<file path="src/rtl/mfm_pkg.sv">
`default_nettype none
// ============================================================================
//  Module      : mfm_pkg
//  Description : Shared constants and types for the MFM controller-side
//                receive logic (index monitor, read-data path).
//                CLK_HZ        - system clock frequency
//                INDEX_LOW_CYC - nominal index pulse low width in clk50 cycles
//                REV_CYC       - nominal fall-to-fall revolution period
//  Revision    : 1.0  initial release
// ============================================================================
package mfm_pkg;

    localparam int CLK_HZ        = 50_000_000;
    localparam int INDEX_LOW_CYC = 10_000;
    localparam int REV_CYC       = 833_335;

    // Index monitor states: IDLE waits for a clean high level after reset,
    // ARMED has no period reference yet, LOW/HIGH track the pulse phases.
    typedef enum logic [1:0] {
        ST_IDLE  = 2'd0,
        ST_ARMED = 2'd1,
        ST_LOW   = 2'd2,
        ST_HIGH  = 2'd3
    } index_mon_state_t;

endpackage : mfm_pkg
`default_nettype wire

</file>
<file path="src/rtl/mfm_sync_edge.sv">
`default_nettype none
// ============================================================================
//  Module      : mfm_sync_edge
//  Description : Two-flop synchronizer for an asynchronous level plus edge
//                detection against the previous synchronized value.
//  Ports       : clk      - sampling clock
//                rst      - synchronous active-high reset
//                i_async  - asynchronous input level
//                o_level  - synchronized level
//                o_valid  - high once the synchronizer holds post-reset data
//                o_rise   - synchronized level went 0 -> 1 this cycle
//                o_fall   - synchronized level went 1 -> 0 this cycle
//  Revision    : 1.0  initial release
// ============================================================================
module mfm_sync_edge #(
    parameter logic RESET_LEVEL = 1'b1
) (
    input  logic clk,
    input  logic rst,
    input  logic i_async,
    output logic o_level,
    output logic o_valid,
    output logic o_rise,
    output logic o_fall
);

    logic       r_meta;
    logic       r_sync;
    logic       r_prev;
    logic [1:0] r_prime;

    always_ff @(posedge clk) begin
        if (rst) begin
            r_meta  <= RESET_LEVEL;
            r_sync  <= RESET_LEVEL;
            r_prev  <= RESET_LEVEL;
            r_prime <= 2'b00;
        end else begin
            r_meta  <= i_async;
            r_sync  <= r_meta;
            r_prev  <= r_sync;
            r_prime <= {r_prime[0], 1'b1};
        end
    end

    // The sync flops hold RESET_LEVEL rather than the pin for two cycles
    // after reset; o_valid tells the consumer when r_sync is trustworthy.
    assign o_level = r_sync;
    assign o_valid = r_prime[1];

    // Edges are decoded from registered state only, so the consumer's own
    // output register completes the edge-to-strobe pipeline.
    assign o_rise  =  r_sync & ~r_prev;
    assign o_fall  = ~r_sync &  r_prev;

endmodule : mfm_sync_edge
`default_nettype wire

</file>
<file path="src/rtl/mfm_index_monitor.sv">
`default_nettype none
// ============================================================================
//  Module      : mfm_index_monitor
//  Description : Receiver for the drive's active-low index line. Measures
//                pulse width and revolution period, flags out-of-range
//                timing, detects loss of index and reports rotation lock.
//  Ports       : clk50       - 50 MHz system clock
//                reset       - synchronous active-high reset
//                index_l_in  - asynchronous active-low index input
//                index_stb   - one-cycle pulse per detected falling edge
//                width_stb   - one-cycle pulse when width updates (rise)
//                period_stb  - one-cycle pulse when period updates
//                width       - last measured low width (cycles)
//                period      - last measured fall-to-fall period (cycles)
//                width_err   - one-cycle pulse, width out of range / stuck
//                period_err  - one-cycle pulse, period out of range
//                locked      - rotation stable
//                timeout     - no index within PERIOD_MAX cycles
//                led         - active-low lock indicator
//  Revision    : 1.0  initial release
// ============================================================================
module mfm_index_monitor
    import mfm_pkg::*;
#(
    parameter int PULSE_MIN  = 5_000,
    parameter int PULSE_MAX  = 20_000,
    parameter int PERIOD_MIN = 800_000,
    parameter int PERIOD_MAX = 870_000,
    parameter int LOCK_COUNT = 3,
    parameter int CNT_W      = 24
) (
    input  logic             clk50,
    input  logic             reset,
    input  logic             index_l_in,
    output logic             index_stb,
    output logic             width_stb,
    output logic             period_stb,
    output logic [CNT_W-1:0] width,
    output logic [CNT_W-1:0] period,
    output logic             width_err,
    output logic             period_err,
    output logic             locked,
    output logic             timeout,
    output logic             led
);

    localparam int                c_GOOD_W     = $clog2(LOCK_COUNT + 1);
    localparam logic [CNT_W-1:0]  c_pulse_min  = CNT_W'(PULSE_MIN);
    localparam logic [CNT_W-1:0]  c_pulse_max  = CNT_W'(PULSE_MAX);
    localparam logic [CNT_W-1:0]  c_stuck_at   = CNT_W'(PULSE_MAX + 1);
    localparam logic [CNT_W-1:0]  c_period_min = CNT_W'(PERIOD_MIN);
    localparam logic [CNT_W-1:0]  c_period_max = CNT_W'(PERIOD_MAX);
    localparam logic [CNT_W-1:0]  c_tmo_at     = CNT_W'(PERIOD_MAX + 1);
    localparam logic [CNT_W-1:0]  c_cnt_ones   = '1;
    localparam logic [c_GOOD_W-1:0] c_lock     = c_GOOD_W'(LOCK_COUNT);

    logic w_level;
    logic w_valid;
    logic w_rise;
    logic w_fall;

    mfm_sync_edge #(
        .RESET_LEVEL (1'b1)
    ) u_sync (
        .clk     (clk50),
        .rst     (reset),
        .i_async (index_l_in),
        .o_level (w_level),
        .o_valid (w_valid),
        .o_rise  (w_rise),
        .o_fall  (w_fall)
    );

    index_mon_state_t    r_state;
    logic [CNT_W-1:0]    r_width_cnt;
    logic [CNT_W-1:0]    r_period_cnt;
    logic                r_have_ref;
    logic                r_width_ok;
    logic [c_GOOD_W-1:0] r_good_cnt;

    logic                r_index_stb;
    logic                r_width_stb;
    logic                r_period_stb;
    logic [CNT_W-1:0]    r_width;
    logic [CNT_W-1:0]    r_period;
    logic                r_width_err;
    logic                r_period_err;
    logic                r_locked;
    logic                r_timeout;
    logic                r_led;

    logic w_width_ok;
    logic w_period_ok;
    logic w_tmo_evt;

    always_comb begin
        w_width_ok  = (r_width_cnt >= c_pulse_min) && (r_width_cnt <= c_pulse_max);
        w_period_ok = (r_period_cnt >= c_period_min) && (r_period_cnt <= c_period_max);
        // A fall in HIGH takes priority over an expiring period counter.
        w_tmo_evt   = (r_period_cnt == c_tmo_at) &&
                      ((r_state == ST_LOW) || ((r_state == ST_HIGH) && !w_fall));
    end

    always_ff @(posedge clk50) begin
        if (reset) begin
            r_state      <= ST_IDLE;
            r_width_cnt  <= '0;
            r_period_cnt <= '0;
            r_have_ref   <= 1'b0;
            r_width_ok   <= 1'b0;
            r_good_cnt   <= '0;
            r_index_stb  <= 1'b0;
            r_width_stb  <= 1'b0;
            r_period_stb <= 1'b0;
            r_width      <= '0;
            r_period     <= '0;
            r_width_err  <= 1'b0;
            r_period_err <= 1'b0;
            r_locked     <= 1'b0;
            r_timeout    <= 1'b0;
            r_led        <= 1'b1;
        end else begin
            r_index_stb  <= 1'b0;
            r_width_stb  <= 1'b0;
            r_period_stb <= 1'b0;
            r_width_err  <= 1'b0;
            r_period_err <= 1'b0;

            // Both counters restart at 1 on every fall so that the value
            // sampled at the next edge equals the cycle distance.
            if (w_fall) begin
                r_width_cnt  <= CNT_W'(1);
                r_period_cnt <= CNT_W'(1);
            end else begin
                if (r_width_cnt != c_cnt_ones) begin
                    r_width_cnt <= r_width_cnt + 1'b1;
                end
                if (r_period_cnt != c_cnt_ones) begin
                    r_period_cnt <= r_period_cnt + 1'b1;
                end
            end

            case (r_state)
                ST_IDLE: begin
                    // Only a post-reset high level arms the monitor, so a
                    // pulse already in progress is never measured.
                    if (w_valid && w_level) begin
                        r_state <= ST_ARMED;
                    end
                end

                ST_ARMED: begin
                    if (w_fall) begin
                        r_index_stb <= 1'b1;
                        r_timeout   <= 1'b0;
                        r_have_ref  <= 1'b1;
                        r_state     <= ST_LOW;
                    end
                end

                ST_LOW: begin
                    if (w_rise) begin
                        r_width     <= r_width_cnt;
                        r_width_stb <= 1'b1;
                        r_width_err <= !w_width_ok;
                        r_width_ok  <= w_width_ok;
                        if (!w_width_ok) begin
                            r_good_cnt <= '0;
                        end
                        r_state     <= ST_HIGH;
                    end else if (r_width_cnt == c_stuck_at) begin
                        r_width_err <= 1'b1;
                        r_good_cnt  <= '0;
                    end
                    // Timeout while low drops the reference; the pulse is
                    // still followed to its rise.
                    if (w_tmo_evt) begin
                        r_timeout  <= 1'b1;
                        r_have_ref <= 1'b0;
                        r_good_cnt <= '0;
                    end
                end

                ST_HIGH: begin
                    if (w_fall) begin
                        r_index_stb <= 1'b1;
                        r_timeout   <= 1'b0;
                        r_have_ref  <= 1'b1;
                        r_state     <= ST_LOW;
                        if (r_have_ref) begin
                            r_period     <= r_period_cnt;
                            r_period_stb <= 1'b1;
                            r_period_err <= !w_period_ok;
                            if (!w_period_ok) begin
                                r_good_cnt <= '0;
                            end else if (r_width_ok && (r_good_cnt != c_lock)) begin
                                r_good_cnt <= r_good_cnt + 1'b1;
                            end
                        end
                    end else if (w_tmo_evt) begin
                        r_timeout  <= 1'b1;
                        r_have_ref <= 1'b0;
                        r_good_cnt <= '0;
                        r_state    <= ST_ARMED;
                    end
                end

                default: r_state <= ST_IDLE;
            endcase

            // Lock follows the good-revolution count one cycle later, but
            // drops immediately when the index disappears.
            if (w_tmo_evt) begin
                r_locked <= 1'b0;
                r_led    <= 1'b1;
            end else begin
                r_locked <= (r_good_cnt == c_lock);
                r_led    <= (r_good_cnt != c_lock);
            end
        end
    end

    assign index_stb  = r_index_stb;
    assign width_stb  = r_width_stb;
    assign period_stb = r_period_stb;
    assign width      = r_width;
    assign period     = r_period;
    assign width_err  = r_width_err;
    assign period_err = r_period_err;
    assign locked     = r_locked;
    assign timeout    = r_timeout;
    assign led        = r_led;

endmodule : mfm_index_monitor
`default_nettype wire

</file>
<file path="config.mk">
export PLATFORM = sky130hd
export DESIGN_NAME = mfm_index_monitor
export DESIGN_NICKNAME = d
export VERILOG_FILES = /design/src/rtl/mfm_pkg.sv /design/src/rtl/mfm_sync_edge.sv /design/src/rtl/mfm_index_monitor.sv
export SDC_FILE = /design/constraint.sdc
export NUM_CORES = 1
export LEC_CHECK = 0
export ABC_AREA = 1
export BUFFER_PORTS_ARGS = -buffer_cell sky130_fd_sc_hd__buf_4
export CAP_MARGIN = 20
export CORE_MARGIN = 2
export CORE_UTILIZATION = 45
export CTS_CLUSTER_SIZE = 30
export DETAILED_ROUTE_END_ITERATION = 6
export GPL_ROUTABILITY_DRIVEN = 1
export PLACE_DENSITY_LB_ADDON = 0.08
export SKIP_CTS_REPAIR_TIMING = 1
export SLEW_MARGIN = 25
export SYNTH_ARGS = -nofsm -noshare
export SYNTH_HDL_FRONTEND = slang
export SYNTH_SLANG_ARGS = --single-unit
</file>
<file path="constraint.sdc">
create_clock -name clk50 -period 2.4 [get_ports clk50]
set_input_delay 0.72 -clock clk50 [delete_from_list [all_inputs] [get_ports clk50]]
set_output_delay 0.72 -clock clk50 [all_outputs]
set_load 0.01 [all_outputs]
</file>
# Word level (Yosys, flattened, before mapping)
# Cells that the tools add are included.
# totals
elab_cells	117
regBits	115
inputBits	3
# classes
addsub	3
bitwise_logic	9
n_mux	34
reduce_logical	27
magnitude_cmp	4
eq_ne	17
# ops
operator	n
$add 24x1->24 const B	2
$ne 24x24->1 const B	2
$mux 2	14
$eq 24x15->1 const B	1
$eq 24x20->1 const B	1
$ge 24x13->1 const B	1
$ge 24x20->1 const B	1
$le 24x15->1 const B	1
$le 24x20->1 const B	1
$mux 1	16
$reduce_or 2->1	5
$pmux 2 s4	1
$not 1->1	7
$eq 2x2->1 const B	3
$logic_and 1x1->1	6
$ne 2x2->1 const B	3
$ne 3x3->1 const B	2
$pmux 1 s3	2
$reduce_and 6->1	1
$reduce_bool 2->1	3
$ne 4x2->1 const B	1
$ne 4x3->1 const B	1
$ne 4x4->1 const B	1
$pmux 2 s2	1
other kinds (13)	17

# Logic depth before layout (Yosys ltp)
# Gate-level depths: netlist (run 1).
# logic_depth
depth_word	9
ltp_mapped	13
ltp_nobuf	13

# Cells and area by module
# Synthesis (run 1) repeated with hierarchy kept, for this count alone.
# unflattened
cells_unflattened	761
hier_area_um2	5491.5
# by_module_without_submodules
module	area_each_um2	n_inst	cells_each
mfm_index_monitor	5346.4	1	744
mfm_sync_edge	145.1	1	17

# Worst setup path after synthesis (run 1)
# OpenSTA, ideal clock, no wires.
# synth_timing
path_type	reg-to-reg
start	reg r_width_cnt[0]
end	reg r_width_cnt[0]
arrival_ns	1.591
path_stages_with_launch	10
path_buffers	1
t_required_ns	2.268
setup_ns	0.132
path_slack_ns	0.677
path_cell_list	dfxtp_1 ha_1 nand3_2 nor2_4 nand2_2 nor4_4 nand2_2 buf_2 a21oi_1 a21oi_1
# synth_via
elab_chain_cells	3
# synth_rtl
item	line_no	rtl
start: declaration	mfm_index_monitor.sv:75	logic [CNT_W-1:0] r_width_cnt;
start signal: assignment	mfm_index_monitor.sv:136	r_width_cnt <= r_width_cnt + 1'b1;
$add 24x1->24	mfm_index_monitor.sv:136	
$mux 1	mfm_index_monitor.sv:135	if (r_width_cnt != c_cnt_ones) begin
$mux 1	mfm_index_monitor.sv:131	if (w_fall) begin
# Parallel ways exist; a longest one is shown, timed or not. The select of a mux whose other input is x is not followed.
# A chain may end at the register's enable or synchronous reset.

# Worst setup path after layout (run 1)
# Same ends and word-level chain as after synthesis.

==> summary.txt, run 1 <==
status - finished clean
routed wire length - 14.37 mm
Crit. Startpoint - r_width_cnt[0]$_SDFFE_PP0P_
CTS root buffer - clkbuf_16
Synth area leader - dfxtp_1
Power Density - 682.1 nW/um^2
Die Y - 113.6 um
EDFF count, synth - 0
Final Net Count - 829
Post-synth ARST share - 0%
largest net degree at the start of global routing - 49
total power draw - 4.439 mW
critical path required time - 2740 ps
final hold vios - 0
final setup margin - 372.4 ps
Worst slew margin - 63.56%
hold_sp - u_sync.r_prime[0]$_DFF_P_
crit path launch type - register
final worst-path cycle share - 84.48%
crit path max fanout - 15
fin crit period - 2028 ps
largest cells by area after synthesis - dfxtp_1 43%, nand2_1 8.8%, inv_1 7.4%
Setup TNS - 0 ps
Port Buffer Count - 58
Crit Path Category - register to register
vias in the first global route - 4,837
syn nets - 770
pre-CTS setup slack - 408.2 ps
synth cell count leaders - 127 x nand2_1, 115 x dfxtp_1, 107 x inv_1
Worst Reg2Reg Path Length in Cells - 9
Routability Congestion - 0.9114
io pins - 59
FF+latch count, synth - 115
ANT nets after route - 0
later-pin clock latency in the skew report - 410 ps
Ys Warns - 0
total CTS buffers - 17
r2r setup slk - 370 ps
area fraction of the dominant cell type after synthesis - 42.60%
Slew Viols, Final - 0
share of cells above drive strength 1 - 13.58%
Cell Count Post-Placement - 947
clk slew on worst S/H paths - 50 ps
Crit path arrival time - 2370 ps
Slowest cell on crit path - dfxtp_1
count leader, synth - nand2_1
Non-Filler Instances - 979
CTS Sinks - 115
gr ovfl total - 0
Chip Width - 113.6 um
critical path, cell by cell - ha_1 > nand3_2 > nor2_4 > nand2_2 > nor4_4 > nand2_2 > inv_2 > nand3_1 > a21oi_1
Core Util, Final - 54.87%
CP most frequent cell - nand2_2
RSZ-0062 raised after global routing - false
Leak - 2.915 nW
reg2reg start - r_width_cnt[0]$_SDFFE_PP0P_
number of remaining DRC errors - 0
highest clock rate - 493.2 MHz
Total GRT Usage - 23.21%
commonest register cell after synthesis - dfxtp_1
post-synthesis sequential area ratio - 42.60%
Final HPWL DP - 10.45 mm
Initial Util - 45.56%
VDD IR max - 0.3601 mV
Hold Crit Class - register to register
CP peak stage delay - 450 ps
Worst Hold Depth - 2
CTS H-Tree Depth - 4
CTS tree - done
core area - 11,860 um^2
Max Clock Skew - 7.854 ps
clock buffer depth - 2
Cell variety after synth - 38
max_cap viols - 0
Ant. Diodes - 0
initial antenna violation count - 0
Mapped Area - 5404 um^2
routed length per instance - 14.68 um
Die ar. - 12,900 um^2
endpoints failing setup - 0
routed via count - 5,025
Synth Instances - 760
syn avg cell area - 7.110 um^2
worst slew pin tran - 543.6 ps
drt pass-1 iters - 5
starting DRC count in detailed routing - 287
critical path endpoint category - register
vias per cell - 5.133
first-pass GRT wire length - 23.74 mm
FP Rows - 40
Area growth, synth to finish - 20.44%
-- per-layer routing --
layer	global-route usage (%)	part of all wire [%]
met2	40.04	50
met3	5.792	3.9
met1	26.97	43
met5	0	0
met4	11.22	3.4
-- where the power goes --
part	internal [mW]	switching [mW]	leakage, nW	total [mW]
Combinational	0.0534	0.105	1.72	0.159
Clock	1.50	0.826	0.269	2.32
Sequential	1.94	0.0201	0.929	1.96
Total	3.49	0.951	2.92	4.44
-- flip-flops by register name, indices dropped and copies added (netlist names), 2 cells and up --
signal          count
period             24
r_period_cnt       24
r_width_cnt        24
width              24
r_good_cnt          2
r_state             2
u_sync.r_prime      2
-- area by class of cell --
type                            instances  area [um^2]
Fill cell                            1179         5353
Multi-Input combinational cell        507         2564
Sequential cell                       115         2302
Timing Repair Buffer                   66        495.5
Clock buffer                           27        493.0
Inverter                              112        420.4
Tap cell                              147        183.9
Clock inverter                          5        50.05
-- critical path, delay by kind of cell, from the launching register on --
family,cells,cell delay [ps]
flip-flops,1,450
adder cells (fa/ha/maj),1,350
AND/OR/NAND/NOR,6,770
buffers and inverters,1,240
AO/OA/AOI/OAI,1,140
-- layout by cell type, fill, tap and decap left out, drive strengths merged --
| cell type | instances |
|---|---|
| a21boi | 1 |
| nand3 | 56 |
| a221oi | 1 |
| nor3b | 2 |
| a31oi | 9 |
| or2 | 3 |
| clkbuf | 27 |
| ha | 7 |
| xnor2 | 3 |
| nand4 | 14 |
| xor2 | 23 |
| clkinv | 6 |
| o211ai | 1 |
| a211oi | 1 |
| inv | 110 |
| nor4 | 6 |
| nor3 | 26 |
| dfxtp | 115 |
| a21oi | 64 |
| nor2 | 79 |
| buf | 66 |
| o211a | 1 |
| bufinv | 1 |
| nand3b | 2 |
| o21ai | 76 |
| nand2 | 132 |
-- worst paths after layout --
check | endpoint
setup reg to reg | r_width_cnt[0]$_SDFFE_PP0P_
hold reg to reg | u_sync.r_prime[1]$_SDFF_PP0_
hold / removal | u_sync.r_prime[1]$_SDFF_PP0_
setup / recovery | r_width_cnt[0]$_SDFFE_PP0P_
-- kinds of logic after synthesis --
kind of cell	share of synthesized area, %
XOR/XNOR	4.214
flip-flops	42.60
adder cells (fa/ha/maj)	1.621
AND/OR/NAND/NOR	26.67
buffers and inverters	10.05
AO/OA/AOI/OAI	14.84
-- metrics by stage --
step / hold slack, ps / area, um^2
global placement: 398.5 / 5966
finish: 408.8 / 6509
detailed placement: 402.5 / 5966
CTS: 412.7 / 6509
floorplan: 388.3 / 5404
global route: 416.2 / 6509
Power figures use the tool's default switching activity.
==> run 2, diff against run 1 <==
==> constraint.sdc (replaced) <==
create_clock -name clk50 -period 2.1 [get_ports clk50]
set_input_delay 0.63 -clock clk50 [delete_from_list [all_inputs] [get_ports clk50]]
set_output_delay 0.63 -clock clk50 [all_outputs]
set_load 0.01 [all_outputs]
==> run 2 against run 1 <==
Register-to-register slack got worse by 150 ps. Non-clock buffer count increased by 8. Sequential power increased by 14%. Sequential share of layout area decreased by 0.42 points. Hold slack got worse by 13 ps.
==> summary.txt, run 2 (same netlist as run 1, synthesis figures left out) <==
most frequent cells in the layout - 127 x nand2_1, 115 x dfxtp_1, 107 x inv_1, 75 x nor2_1, 74 x buf_4
Crit path arrival time - 2190 ps
Ant. Diodes - 0
final worst-path cycle share - 89.53%
Initial Util - 45.56%
io pins - 59
critical path, cell by cell - nand2_1 > nor3_1 > nand2_1 > nor3_1 > xor2_1 > o21ai_0 > inv_1
routed wire length - 14.65 mm
logic gate share of total power - 3.6%
vias per cell - 5.245
Final HPWL DP - 10.78 mm
Setup TNS - 0 ps
Worst slew margin - 67.68%
CTS tree - done
FP Rows - 40
Slowest cell on crit path - dfxtp_1
fin crit period - 1880 ps
vias in the first global route - 4,965
Clk pwr share - 52.9%
Total GRT Usage - 23.83%
ANT nets after route - 0
final setup margin - 219.8 ps
largest net degree at the start of global routing - 48
Hold Slack - 396.0 ps
final hold vios - 0
total power draw - 5.153 mW
global routing usage on met2 - 41.16%
met3 Use GR - 6.217%
Crit Path Category - register to register
later-pin clock latency in the skew report - 420 ps
first-pass GRT wire length - 24.09 mm
Die Y - 113.6 um
layer with the highest usage - met2
starting DRC count in detailed routing - 302
crit path launch type - register
pre-CTS setup slack - 261.6 ps
sw frac - 21.27%
max_cap viols - 0
Net Switching - 1.096 mW
met1 Use GR - 27.48%
core area - 11,860 um^2
critical path required time - 2410 ps
gr ovfl total - 0
CP peak stage delay - 510 ps
highest clock rate - 531.9 MHz
FILL cells - 1,167
critical path endpoint category - register
clock buffer depth - 2
Flop pwr share - 43.4%
crit path max fanout - 7
Max Clock Skew - 6.846 ps
number of remaining DRC errors - 0
commonest non-fill, non-tap cell in the layout - nand2_1
Routability Congestion - 0.9709
Chip Width - 113.6 um
CTS root buffer - clkbuf_16
Leak - 2.967 nW
worst slew pin tran - 480.3 ps
CTS Sinks - 115
P_int - 4.057 mW
endpoints failing setup - 0
clk slew on worst S/H paths - 50 ps
CTS H-Tree Depth - 4
RSZ-0062 raised after global routing - false
Power Density - 782.2 nW/um^2
Seq. cell area - 2302 um^2
Port Buffer Count - 58
VDD IR max - 0.7639 mV
routed via count - 5,177
Non-Filler Instances - 987
Die ar. - 12,900 um^2
Cell Count Post-Placement - 955
drt pass-1 iters - 7
Slew Viols, Final - 0
routed length per instance - 14.84 um
Final Net Count - 837
initial antenna violation count - 0
share of cells above drive strength 1 - 14.52%
Area growth, synth to finish - 21.90%
status - finished clean
footprint of the multi-input gates - 2564 um^2
Hold Crit Class - primary input to register
total CTS buffers - 17
==> run 2: cell types whose count changed in the layout (fill, tap and decap cells not counted), sizes merged <==
cell,before,now
clkbuf,27,28
buf,66,74
clkinv,6,5
==> run 2: path summary, 6_finish.rpt <==
path,from,to,slack (ps),cells past startpoint
worst max-delay path,r_width_cnt[15]$_SDFFE_PP0P_,r_width_cnt[17]$_SDFFE_PP0P_,220,7
worst min-delay path,index_l_in,u_sync.r_meta$_SDFF_PP1_,400,2
worst max register to register,r_width_cnt[15]$_SDFFE_PP0P_,r_width_cnt[17]$_SDFFE_PP0P_,220,7
worst min register to register,u_sync.r_meta$_SDFF_PP1_,u_sync.o_level$_SDFF_PP1_,410,1
==> run 2: cell type report <==
| type | count | area share [%] |
|---|---|---|
| tap | 147 | 2.792 |
| multi-input combinational | 507 | 38.92 |
| clock inverter | 4 | 0.6838 |
| clock buffer | 28 | 7.844 |
| timing repair buffer | 74 | 8.433 |
| sequential | 115 | 34.95 |
| inverter | 112 | 6.382 |
==> run 2: worst max-delay path, delay by kind of cell (launching register included) <==
family	cells	cell delay, ps
DFF	1	510
and+or+nand+nor	4	920
buffers and inverters	1	50
AOI/OAI and AO/OA	1	170
xor gates and xnor gates	1	120
==> run 2: layer usage <==
layer	wire, um	part of all wire, %
met1	6203	42
met2	7212	49
met3	681	4.6
met4	553	3.8
met5	0	0
==> run 2: per-stage QoR <==
step	instance area [um^2]	utilization, %
floorplan	5404	-
global placement	6026	50.80
detailed placement	6026	50.80
CTS	6588	55.54
global route	6588	55.54
finish	6588	55.54
==> run 2: power groups by stage <==
stage	combinational [mW]	sequential (mW)	clock (mW)
after floorplan	0.127	2.28	0
after detailed placement	0.187	2.28	0
final	0.188	2.24	2.73
after CTS	0.187	2.24	2.77
after global routing	0.211	2.24	2.87
after global placement	0.181	2.28	0
==> run 3, diff against run 2 <==
--- a/config.mk
+++ b/config.mk
@@ -10,12 +10,14 @@
 export CAP_MARGIN = 20
 export CORE_MARGIN = 2
 export CORE_UTILIZATION = 45
+export CTS_BUF_LIST = sky130_fd_sc_hd__clkbuf_2
 export CTS_CLUSTER_SIZE = 30
 export DETAILED_ROUTE_END_ITERATION = 6
 export GPL_ROUTABILITY_DRIVEN = 1
 export PLACE_DENSITY_LB_ADDON = 0.08
 export SKIP_CTS_REPAIR_TIMING = 1
-export SLEW_MARGIN = 25
+export SLEW_MARGIN = 20
 export SYNTH_ARGS = -nofsm -noshare
 export SYNTH_HDL_FRONTEND = slang
+export SYNTH_HIERARCHICAL = 1
 export SYNTH_SLANG_ARGS = --single-unit
==> run 3 against run 2 <==
Global-route usage down 1.5 points. Combinational power up 5%. Maximum frequency up 1.4%. Highest routed layer unchanged.
==> summary.txt, run 3 <==
status - finished clean
first-pass GRT wire length - 22.97 mm
ANT nets after route - 0
CTS root buffer - clkbuf_2
final worst-path cycle share - 88.29%
routed length per instance - 14.32 um
VDD IR max - 0.2531 mV
clock buffer depth - 2
CP peak stage delay - 380 ps
Port Buffer Count - 58
initial antenna violation count - 0
Hold Slack - 80.67 ps
Synth Instances - 761
syn nets - 771
post-synthesis sequential area ratio - 41.92%
total CTS buffers - 17
FF+latch count, synth - 115
clk slew on worst S/H paths - 170 ps
critical path, cell by cell - buf_4
crit path launch type - register
Routability Congestion - 0.9151
routed wire length - 14.06 mm
crit path max fanout - 2
FP Rows - 40
Critical Path End - width[2]
CTS tree - done
Synth area leader - dfxtp_1
Crit. Startpoint - width[2]$_SDFFE_PP0P_
drt pass-1 iters - 6
endpoints failing setup - 0
final hold vios - 0
worst slew pin tran - 524.1 ps
Post-synth ARST share - 0%
Slew Viols, Final - 0
CTS Sinks - 115
max_cap viols - 0
number of remaining DRC errors - 0
final setup margin - 245.8 ps
Hold Crit Class - primary input to register
share of cells above drive strength 1 - 16.77%
Ant. Diodes - 0
Cell variety after synth - 45
synth cell count leaders - 115 x dfxtp_1, 106 x nand2_1, 99 x inv_1
Crit Path Category - register to output port
r2r endpoint - r_width_cnt[10]$_SDFFE_PP0P_
Initial Util - 45.91%
later-pin clock latency in the skew report - 730 ps
gr ovfl total - 0
Ys Warns - 6
Leak - 2.878 nW
commonest register cell after synthesis - dfxtp_1
area fraction of the dominant cell type after synthesis - 41.92%
critical path endpoint category - output port
delay-heaviest family, CP - flip-flops
routed via count - 5,161
most frequent cells in the layout - 114 x dfxtp_1, 106 x nand2_1, 99 x inv_1, 96 x nor2_1, 67 x buf_4
Slowest cell on crit path - dfxtp_1
pre-CTS setup slack - 224.3 ps
r2r setup slk - 250 ps
io pins - 59
Chip Width - 114.5 um
RSZ-0062 raised after global routing - false
Crit path arrival time - 1220 ps
Design Area, Final - 6351 um^2
Die Y - 114.5 um
EDFF count, synth - 0
vias per cell - 5.256
Worst Path Buf+Inv - 1
Final HPWL DP - 10.21 mm
count leader, synth - dfxtp_1
Mapped Area - 5492 um^2
Area growth, synth to finish - 15.65%
Worst slew margin - 65.06%
FILL cells - 1,197
post-placement cell area - 6072 um^2
reg2reg start - r_width_cnt[0]$_SDFFE_PP0P_
Worst Reg2Reg Path Length in Cells - 8
Power Density - 654.9 nW/um^2
Setup TNS - 0 ps
starting DRC count in detailed routing - 314
Max Clock Skew - 30.09 ps
core area - 11,960 um^2
largest cells by area after synthesis - dfxtp_1 42%, nand2_1 7.2%, inv_1 6.8%
highest clock rate - 539.3 MHz
commonest non-fill, non-tap cell in the layout - dfxtp_1
syn avg cell area - 7.216 um^2
critical path required time - 1470 ps
vias in the first global route - 4,830
Final Net Count - 833
Crit. path cell count - 1
fin crit period - 1854 ps
CTS H-Tree Depth - 4
Total GRT Usage - 22.32%
largest net degree at the start of global routing - 46
Die ar. - 13,100 um^2
-- run 3: cell types whose count changed in the layout (fill, tap and decap cells not counted), moves of 9 or more --
cell       change
clkbuf_16     -17
clkbuf_2      +17
nand2_1       -21
nor2_1        +21
o21ai_0        -9
o21ai_1       +11
-- run 3: power by group --
part	internal (mW)	switching (mW)	leakage [nW]	total, mW
registers	2.21	0.0235	0.929	2.24
logic	0.0708	0.126	1.78	0.197
clock network	0.873	0.852	0.165	1.72
total	3.16	1.00	2.88	4.16
-- run 3: logic make-up (layout without fill, tap and decap cells) --
| logic type | count (synthesis) | in the layout | synth area share, % |
|---|---|---|---|
| flops | 115 | 115 | 41.92 |
| buf+inv | 137 | 211 | 10.02 |
| fa+ha+maj | 7 | 7 | 1.595 |
| compound gates | 150 | 150 | 14.26 |
| xor+xnor | 24 | 24 | 3.828 |
| simple gates | 328 | 328 | 28.37 |
-- run 3: metrics by stage --
stage                     std cells  power [mW]  util [%]
after floorplan                 761       2.411         -
after global placement          951       2.472     50.76
after detailed placement        951       2.478     50.76
after CTS                       982       4.198     53.09
after global routing            982       4.342     53.10
final                           982       4.159     53.10
-- run 3: worst min path at each step --
stage,start,to,slack [ps],cells after the start
2_1_floorplan,u_sync/r_meta$_SDFF_PP1_,u_sync/o_level$_SDFF_PP1_,390,2
5_1_grt,index_l_in,u_sync/r_meta$_SDFF_PP1_,40,3
3_3_place_gp,u_sync/r_prime[0]$_DFF_P_,u_sync/r_prime[1]$_SDFF_PP0_,390,2
6_report,index_l_in,u_sync/r_meta$_SDFF_PP1_,80,3
4_1_cts,index_l_in,u_sync/r_meta$_SDFF_PP1_,30,3
3_5_place_dp,u_sync/r_prime[0]$_DFF_P_,u_sync/r_prime[1]$_SDFF_PP0_,390,2
-- run 3: routing by layer --
metal | wire [um] | part of all wire (%) | global-route usage, %
met1 | 6206 | 44 | 26.77
met2 | 6808 | 48 | 37.59
met3 | 634 | 4.5 | 4.394
met4 | 415 | 3.0 | 12.03
met5 | 0 | 0 | 0
-- run 3: layout make-up --
type | instances | area, um^2 | share of cell area, %
multi-input combinational | 509 | 2639 | 41.55
clock buffer | 17 | 85.08 | 1.340
clock inverter | 14 | 192.7 | 3.034
tap | 147 | 183.9 | 2.896
sequential | 115 | 2303 | 36.27
inverter | 112 | 424.2 | 6.678
timing repair buffer | 68 | 523.0 | 8.235
-- run 3: worst min-delay path: cells and delay by family --
kind	cells	cell delay, ps
buf+inv	2	100
simple gates	1	50
